<file path="src/rtl/frame_rx_pkg.sv">
// Shared types and constants for the serial frame receiver.
package frame_rx_pkg;

    localparam int unsigned STATE_W = 2;

    typedef enum logic [STATE_W-1:0] {
        IDLE   = 2'd0,
        DATA   = 2'd1,
        PARITY = 2'd2,
        STOP   = 2'd3
    } rx_state_e;

    localparam logic IDLE_LEVEL = 1'b1;

endpackage

</file>
<file path="src/rtl/frame_rx_shreg.sv">
// MSB-first data shift register with bit counter; last_c flags the final data bit.
module frame_rx_shreg #(
    parameter int unsigned WIDTH = 5
) (
    input  logic             clk,
    input  logic             rst,
    input  logic             start,
    input  logic             shift,
    input  logic             sdi,
    output logic [WIDTH-1:0] shreg,
    output logic             last_c
);

    localparam int unsigned CNT_W = (WIDTH > 1) ? $clog2(WIDTH) : 1;

    logic [CNT_W-1:0] count;

    assign last_c = (count == CNT_W'(WIDTH - 1));

    // Counter restarts on every start bit and returns to 0 after the last bit.
    always_ff @(posedge clk or negedge rst) begin
        if (!rst) begin
            shreg <= '0;
            count <= '0;
        end else if (start) begin
            count <= '0;
        end else if (shift) begin
            shreg <= {shreg[WIDTH-2:0], sdi};
            count <= last_c ? '0 : count + CNT_W'(1);
        end
    end

endmodule

</file>
<file path="src/rtl/serial_frame_rx.sv">
// Serial frame receiver: start/data/stop framing, single-entry valid/ready output.
// Optional parity bit is compiled in with `define FRAME_RX_PARITY_EN.
module serial_frame_rx
    import frame_rx_pkg::*;
#(
    parameter int unsigned WIDTH      = 5,
    parameter bit          ODD_PARITY = 1'b0
) (
    input  logic             clk,
    input  logic             rst,
    input  logic             bit_en,
    input  logic             sdi,
    output logic [WIDTH-1:0] dout,
    output logic             dout_valid,
    input  logic             dout_ready,
    output logic             busy,
    output logic             frame_err,
    output logic             par_err,
    output logic             overrun,
    input  logic             clr_ovr
);

`ifdef FRAME_RX_PARITY_EN
    localparam bit PAR_EN = 1'b1;
`else
    localparam bit PAR_EN = 1'b0;
`endif

    rx_state_e        state_q, state_d;
    logic [WIDTH-1:0] shreg;
    logic             last_c;
    logic             start_c, shift_c, latch_par_c, stop_c;
    logic             pbad;
    logic             good_c, accept_c;

    frame_rx_shreg #(.WIDTH(WIDTH)) u_shreg (
        .clk    (clk),
        .rst    (rst),
        .start  (start_c),
        .shift  (shift_c),
        .sdi    (sdi),
        .shreg  (shreg),
        .last_c (last_c)
    );

    always_ff @(posedge clk or negedge rst) begin
        if (!rst) state_q <= IDLE;
        else      state_q <= state_d;
    end

    // Next-state and per-cycle strobes; every transition is gated by bit_en.
    always_comb begin
        state_d     = state_q;
        start_c     = 1'b0;
        shift_c     = 1'b0;
        latch_par_c = 1'b0;
        stop_c      = 1'b0;
        case (state_q)
            IDLE: begin
                if (bit_en && (sdi != IDLE_LEVEL)) begin
                    start_c = 1'b1;
                    state_d = DATA;
                end
            end
            DATA: begin
                if (bit_en) begin
                    shift_c = 1'b1;
                    if (last_c) state_d = PAR_EN ? PARITY : STOP;
                end
            end
            PARITY: begin
                if (bit_en) begin
                    latch_par_c = 1'b1;
                    state_d     = STOP;
                end
            end
            STOP: begin
                if (bit_en) begin
                    stop_c  = 1'b1;
                    state_d = IDLE;
                end
            end
            default: state_d = IDLE;
        endcase
    end

    assign good_c   = stop_c && (sdi == IDLE_LEVEL) && !pbad;
    assign accept_c = !dout_valid || dout_ready;

    always_ff @(posedge clk or negedge rst) begin
        if (!rst)             pbad <= 1'b0;
        else if (latch_par_c) pbad <= ((^shreg ^ sdi) != ODD_PARITY);
    end

    // Output holding register, handshake and status flags.
    always_ff @(posedge clk or negedge rst) begin
        if (!rst) begin
            dout       <= '0;
            dout_valid <= 1'b0;
            busy       <= 1'b0;
            frame_err  <= 1'b0;
            overrun    <= 1'b0;
        end else begin
            busy      <= (state_d != IDLE);
            frame_err <= stop_c && (sdi != IDLE_LEVEL);
            if (good_c && accept_c) begin
                dout       <= shreg;
                dout_valid <= 1'b1;
            end else if (dout_valid && dout_ready) begin
                dout_valid <= 1'b0;
            end
            if (good_c && !accept_c) overrun <= 1'b1;
            else if (clr_ovr)        overrun <= 1'b0;
        end
    end

`ifdef FRAME_RX_PARITY_EN
    always_ff @(posedge clk or negedge rst) begin
        if (!rst) par_err <= 1'b0;
        else      par_err <= stop_c && (sdi == IDLE_LEVEL) && pbad;
    end
`else
    assign par_err = 1'b0;
`endif

endmodule

</file>
<file path="config.mk">
export PLATFORM = sky130hd
export DESIGN_NAME = serial_frame_rx
export DESIGN_NICKNAME = d
export VERILOG_FILES = /design/src/rtl/frame_rx_pkg.sv /design/src/rtl/frame_rx_shreg.sv /design/src/rtl/serial_frame_rx.sv
export SDC_FILE = /design/constraint.sdc
export NUM_CORES = 1
export LEC_CHECK = 0
export BUFFER_PORTS_ARGS = -buffer_cell sky130_fd_sc_hd__buf_2
export CAP_MARGIN = 30
export CORE_ASPECT_RATIO = 0.75
export CORE_UTILIZATION = 53
export DETAILED_ROUTE_END_ITERATION = 12
export GPL_TIMING_DRIVEN = 1
export PLACE_DENSITY_LB_ADDON = 0.05
export SLEW_MARGIN = 20
export SYNTH_ARGS = -nofsm -noshare
export SYNTH_HDL_FRONTEND = slang
export SYNTH_HIERARCHICAL = 1
export SYNTH_SLANG_ARGS = --single-unit
</file>
<file path="constraint.sdc">
create_clock -name clk -period 2 [get_ports clk]
set_input_delay 0.2 -clock clk [delete_from_list [all_inputs] [get_ports clk]]
set_output_delay 0.2 -clock clk [all_outputs]
set_load 0.02 [all_outputs]
</file>
# After elaboration in Yosys (flattened, before gate mapping)
# Cells that the tools add are included.
[word_totals]
reg_bits = 20
inputBits = 6
out_inout_bits = 10
elab_cells = 54
[op_classes]
addsub = 1
eq_ne = 4
mux = 19
bitwise = 3
n_reduce_logical = 18
[ops]
columns = ["operator", "n"]
rows = [
  ["1-bit 2-to-1 mux", 10],
  ["2-bit 2-to-1 mux", 5],
  ["3-bit 2-to-1 mux", 3],
  ["2-bit one-hot mux with 4 select lines", 1],
  ["2-bit nonzero test", 4],
  ["1-bit logical AND", 7],
  ["5-bit parity", 1],
  ["2-bit == test (second input constant)", 2],
  ["3-bit by 1-bit adder with 3-bit output (second input constant)", 1],
  ["3-bit == test (second input constant)", 1],
  ["1-bit zero test", 3],
  ["2-bit by 1-bit == test with 1-bit output (second input constant)", 1],
  ["2-bit zero test", 1],
  ["1-bit inverter", 2],
  ["2-bit AND reduction", 1],
  ["1-bit logical OR", 1],
  ["1-bit XOR", 1],
]

# Depth between registers and ports, before layout
[logic_depth]
word_depth = 6
mapped_depth = 6
mapped_depth_nobuf = 6

# By module
# The synthesis kept the hierarchy.
[by_module_without_submodules]
columns = ["mod", "n_inst", "cells_each", "area_per_inst_um2", "seq_area_each_um2"]
rows = [
  ["serial_frame_rx", 1, 45, 571.8, 300.3],
  ["frame_rx_shreg", 1, 29, 377.9, 200.2],
]

# Worst setup path after synthesis
# Ideal clock, no wire load.
[synth_path]
path_kind = "reg-to-reg"
from = "register state_q[1]"
to = "register u_shreg.shreg[0]"
setup_time_ns = 0.125
arrival_time_ns = 1.467
required_time_ns = 1.875
path_slack_ns = 0.408
stages_incl_launch_ff = 4
n_path_buf = 0
period_less_slack_ns = 1.592
path_cell_list = "dfrtp_1 nor4b_1 and2b_4 mux2_4"
[synth_between]
elab_chain_cells = 4
word_cells_on_any_way = 6
classes_between = "1 x eq/ne; 2 x mux; 1 x bitwise; 2 x reduce/logical"
[synth_lines]
columns = ["element", "line_no", "source"]
rows = [
  ["start: declaration", "serial_frame_rx.sv:29", "rx_state_e state_q, state_d;"],
  ["start signal: assignment", "serial_frame_rx.sv:48", "else state_q <= state_d;"],
  ["2-bit zero test", "serial_frame_rx.sv:58", "case (state_q)"],
  ["1-bit 2-to-1 mux", "serial_frame_rx.sv:58", ""],
  ["via start_c", "serial_frame_rx.sv:32", "logic start_c, shift_c, latch_par_c, stop_c;"],
  ["1-bit inverter (no line)", "--", ""],
  ["2-bit AND reduction (no line)", "--", ""],
  ["end signal: assignment", "frame_rx_shreg.sv:28", "shreg <= {shreg[WIDTH-2:0], sdi};"],
  ["end: declaration", "frame_rx_shreg.sv:10", "output logic [WIDTH-1:0] shreg,"],
]
# The timed path passes the listed nets, and every way through them passes these cells.
# A chain may end at the register's enable or synchronous reset.

# Worst setup path after layout
[layout_path]
from = "register state_q[1]"
to = "register dout[3]"
[layout_between]
elab_chain_cells = 5
[layout_lines]
columns = ["element", "line_no", "source"]
rows = [
  ["2-bit == test", "serial_frame_rx.sv:58", ""],
  ["1-bit 2-to-1 mux", "serial_frame_rx.sv:58", ""],
  ["1-bit logical AND (2 in series)", "serial_frame_rx.sv:87", "assign good_c = stop_c && (sdi == IDLE_LEVEL) && !pbad;"],
  ["1-bit logical AND", "serial_frame_rx.sv:106", "if (good_c && accept_c) begin"],
  ["end signal: assignment", "serial_frame_rx.sv:107", "dout <= shreg;"],
  ["end: declaration", "serial_frame_rx.sv:13", "output logic [WIDTH-1:0] dout,"],
]
# No other way between the ends.

==> run_results.csv <==
group,metric,value,unit
status,outcome,"finished, final reports clean",
cells_and_area,layout.cells.non_filler,114,
cells_and_area,fin_util,69.0,%
drt,routed-via-count,591,
sta,setup_tns,0,ns
die,dieHeight,38.7,um
synthesis,yosys_most_used_dff,"dfrtp_1",
place,port_buffers,14,
clock_network,clk_latency,0.29,ns
synthesis,synth.area.top_cells,"dfrtp_1 (53%), mux2_4 (16%), ha_1 (2.6%), nand2b_1 (2.6%), xnor3_1 (2.4%)",
sta,min_period_over_period,78.0,%
synthesis,synth_edf_count,0,
drt,wl_per_cell,12.8,um
clock_network,clk_path_buf_depth,2,
power,seqPwrFrac,42.7,%
place,placed_cells,109,
sta,finalHoldViolCount,0,
sta,fin_hold_ws,0.0854,ns
cells_and_area,mostFrequentLayoutCells,"dfrtp_1 (20), buf_2 (14), mux2_4 (10)",
sta,rsz0062_at_grt,"no",
sta,setup_viol,0,
setup_path,crit_path_end_kind,"register",
drt,drtIter0Drc,5,
setup_path,critical_path.max_stage_delay,0.46,ns
die,start_util,60.2,%
global_routing,grt_pass1_wl,2520,um
synthesis,ys_warn_count,6,
global_routing,antenna_found_initial,0,
clock_network,cts_tree,"yes",
die,dieArea,0.00197,mm^2
setup_path,path_class,"reg2reg",
place,routabilityCongestion,0.671,
synthesis,synth.largest_area_cell,"dfrtp_1",
cells_and_area,diodes,0,
power,pwr_density_cell,1580,mW/mm^2
setup_path,cpMaxStageDelayCell,"dfrtp_1",
setup_path,critical_path.max_fanout,8,
min_path,min_path_type,"in2reg",
drt,dr.pass1.iters,4,
power,p_leak,0.554,nW
clock_network,post_cts_buffers,0,
power,p_int,1.13,mW
die,ios,16,
drt,final_antenna_net_count,0,
synthesis,mappedNetlistNets,82,
die,row_count,12,
power,swShare,33.8,%
synthesis,avgSynthCellArea,12.8,um^2
sta,drv_slew,0,
sta,clock.fmax,641,MHz
synthesis,yosysSeqAreaShare,52.7,%
die,core_area,0.00158,mm^2
synthesis,synth_area,950,um^2
run,cap_viol_max_count,0,
global_routing,grt_max_degree,21,
clock_network,clk_pin_slew,0.11,ns
drt,finalWirelength,1460,um
setup_path,cp_cell_sequence,"and3_4 > and4b_1 > mux2_4",
power,p_clk_share,13.1,%
global_routing,grt_overflow,0,
power,power_frac_comb,44.2,%
synthesis,postSynth.asyncResetShare,100,%
cells_and_area,layout.nets,102,
global_routing,track_usage,19.1,%
cells_and_area,final_common_cell,"dfrtp_1",
synthesis,synth.distinct_cells,27,
power,power_switching,580,uW
setup_path,cp-start-kind,"register",
clock_network,htree_levels,1,
setup_path,worstPathRequired,2.18,ns
synthesis,yosys_register_bits,20,
clock_network,cts_buffers,3,
clock_network,clock_sinks,20,
die,chipWidth,50.9,um
synthesis,synth_top_area_share,52.7,%
cells_and_area,layout-drive-gt1-share,34.4,%
global_routing,first_global_vias,557,
clock_network,cts_root_buf,"clkbuf_4",
power,ir_worst_vdd,916,uV
cells_and_area,area_growth,14.6,%
setup_path,crit_arrival,1.75,ns
sta,fin_worst_skew,0.00603,ns
drt,drc,0,
sta,fin_crit,1.56,ns
synthesis,synth_cells,74,
power,finalPower,1.72,mW
drt,viasPerCell,5.18,
==> logic make-up after synthesis <==
kind of cell | after synthesis | share of synthesized area, %
simple gates | 22 | 14.0
flops | 20 | 52.7
mux | 10 | 15.8
compound gates | 9 | 5.80
buf+inv | 6 | 3.56
xor+xnor | 4 | 5.14
fa+ha+maj | 2 | 2.63
other cells | 1 | 0.395
==> worst max-delay path: cells and delay by family, from the launching register on <==
kind | cells | cell delay, ns
and+or+nand+nor | 2 | 0.65
muxes | 1 | 0.34
DFF | 1 | 0.46
==> registers in the layout (all words and copies together) (netlist names) <==
| register | cells |
|---|---|
| pbad | 1 |
| dout_valid | 1 |
| u_shreg/shreg | 5 |
| busy | 1 |
| u_shreg/count | 3 |
| state_q | 2 |
| dout | 5 |
| frame_err | 1 |
| overrun | 1 |
==> metrics by stage <==
step	setup slack, ns	instance area (um^2)
floorplan	0.408	950
global placement	0.492	1040
detailed placement	0.463	1040
CTS	0.442	1090
global route	0.346	1090
finish	0.439	1090
==> power groups by stage <==
stage / clock network [mW] / logic [mW] / registers (mW)
floorplan: 0 / 0.543 / 0.779
global placement: 0 / 0.754 / 0.730
detailed placement: 0 / 0.766 / 0.744
CTS: 0.235 / 0.770 / 0.735
global route: 0.258 / 0.826 / 0.761
finish: 0.225 / 0.758 / 0.733
==> final timing paths <==
path / from / to / slack, ns / depth (start not counted)
setup reg to reg: state_q[1] / dout[3] / 0.44 / 3
hold reg to reg: pbad / pbad / 0.51 / 2
setup / recovery: state_q[1] / dout[3] / 0.44 / 3
max in group asynchronous: rst / dout[0] / 1.34 / 2
min in group asynchronous: rst / u_shreg/shreg[1] / 0.37 / 2
hold / removal: clr_ovr / overrun / 0.09 / 2
==> per-layer routing <==
layer	part of all wire [%]	global-route usage [%]	up-vias
li1	-	-	290
met1	50	23.6	287
met2	45	30.3	14
met3	4.6	7.06	0
met4	0	8.33	0
met5	0	0	-
==> synth_stat cells (2+ instances only) <==
| cell | n |
|---|---|
| dfrtp_1 | 20 |
| ha_1 | 2 |
| nor2_1 | 2 |
| inv_1 | 4 |
| nand3_1 | 3 |
| nand3b_1 | 2 |
| xnor2_1 | 2 |
| a21oi_1 | 4 |
| nand2b_1 | 4 |
| nand2_1 | 5 |
| mux2_4 | 10 |
==> timing repair <==
item | CTS | global route
setup endpoints to repair | 0 | 0
hold buffers | 1 | 0
hold endpoints to repair | 20 | 0
gates resized for setup | 0 | 0
==> layout make-up <==
type,count,area (um^2)
clock buffers,4,36.3
fillers,125,488
inverters,4,15.0
multi-input cells,48,415
flip-flops and latches,20,500
well taps,21,26.3
repair buffers,17,95.1
No activity file was read; power rests on OpenSTA's default activity.
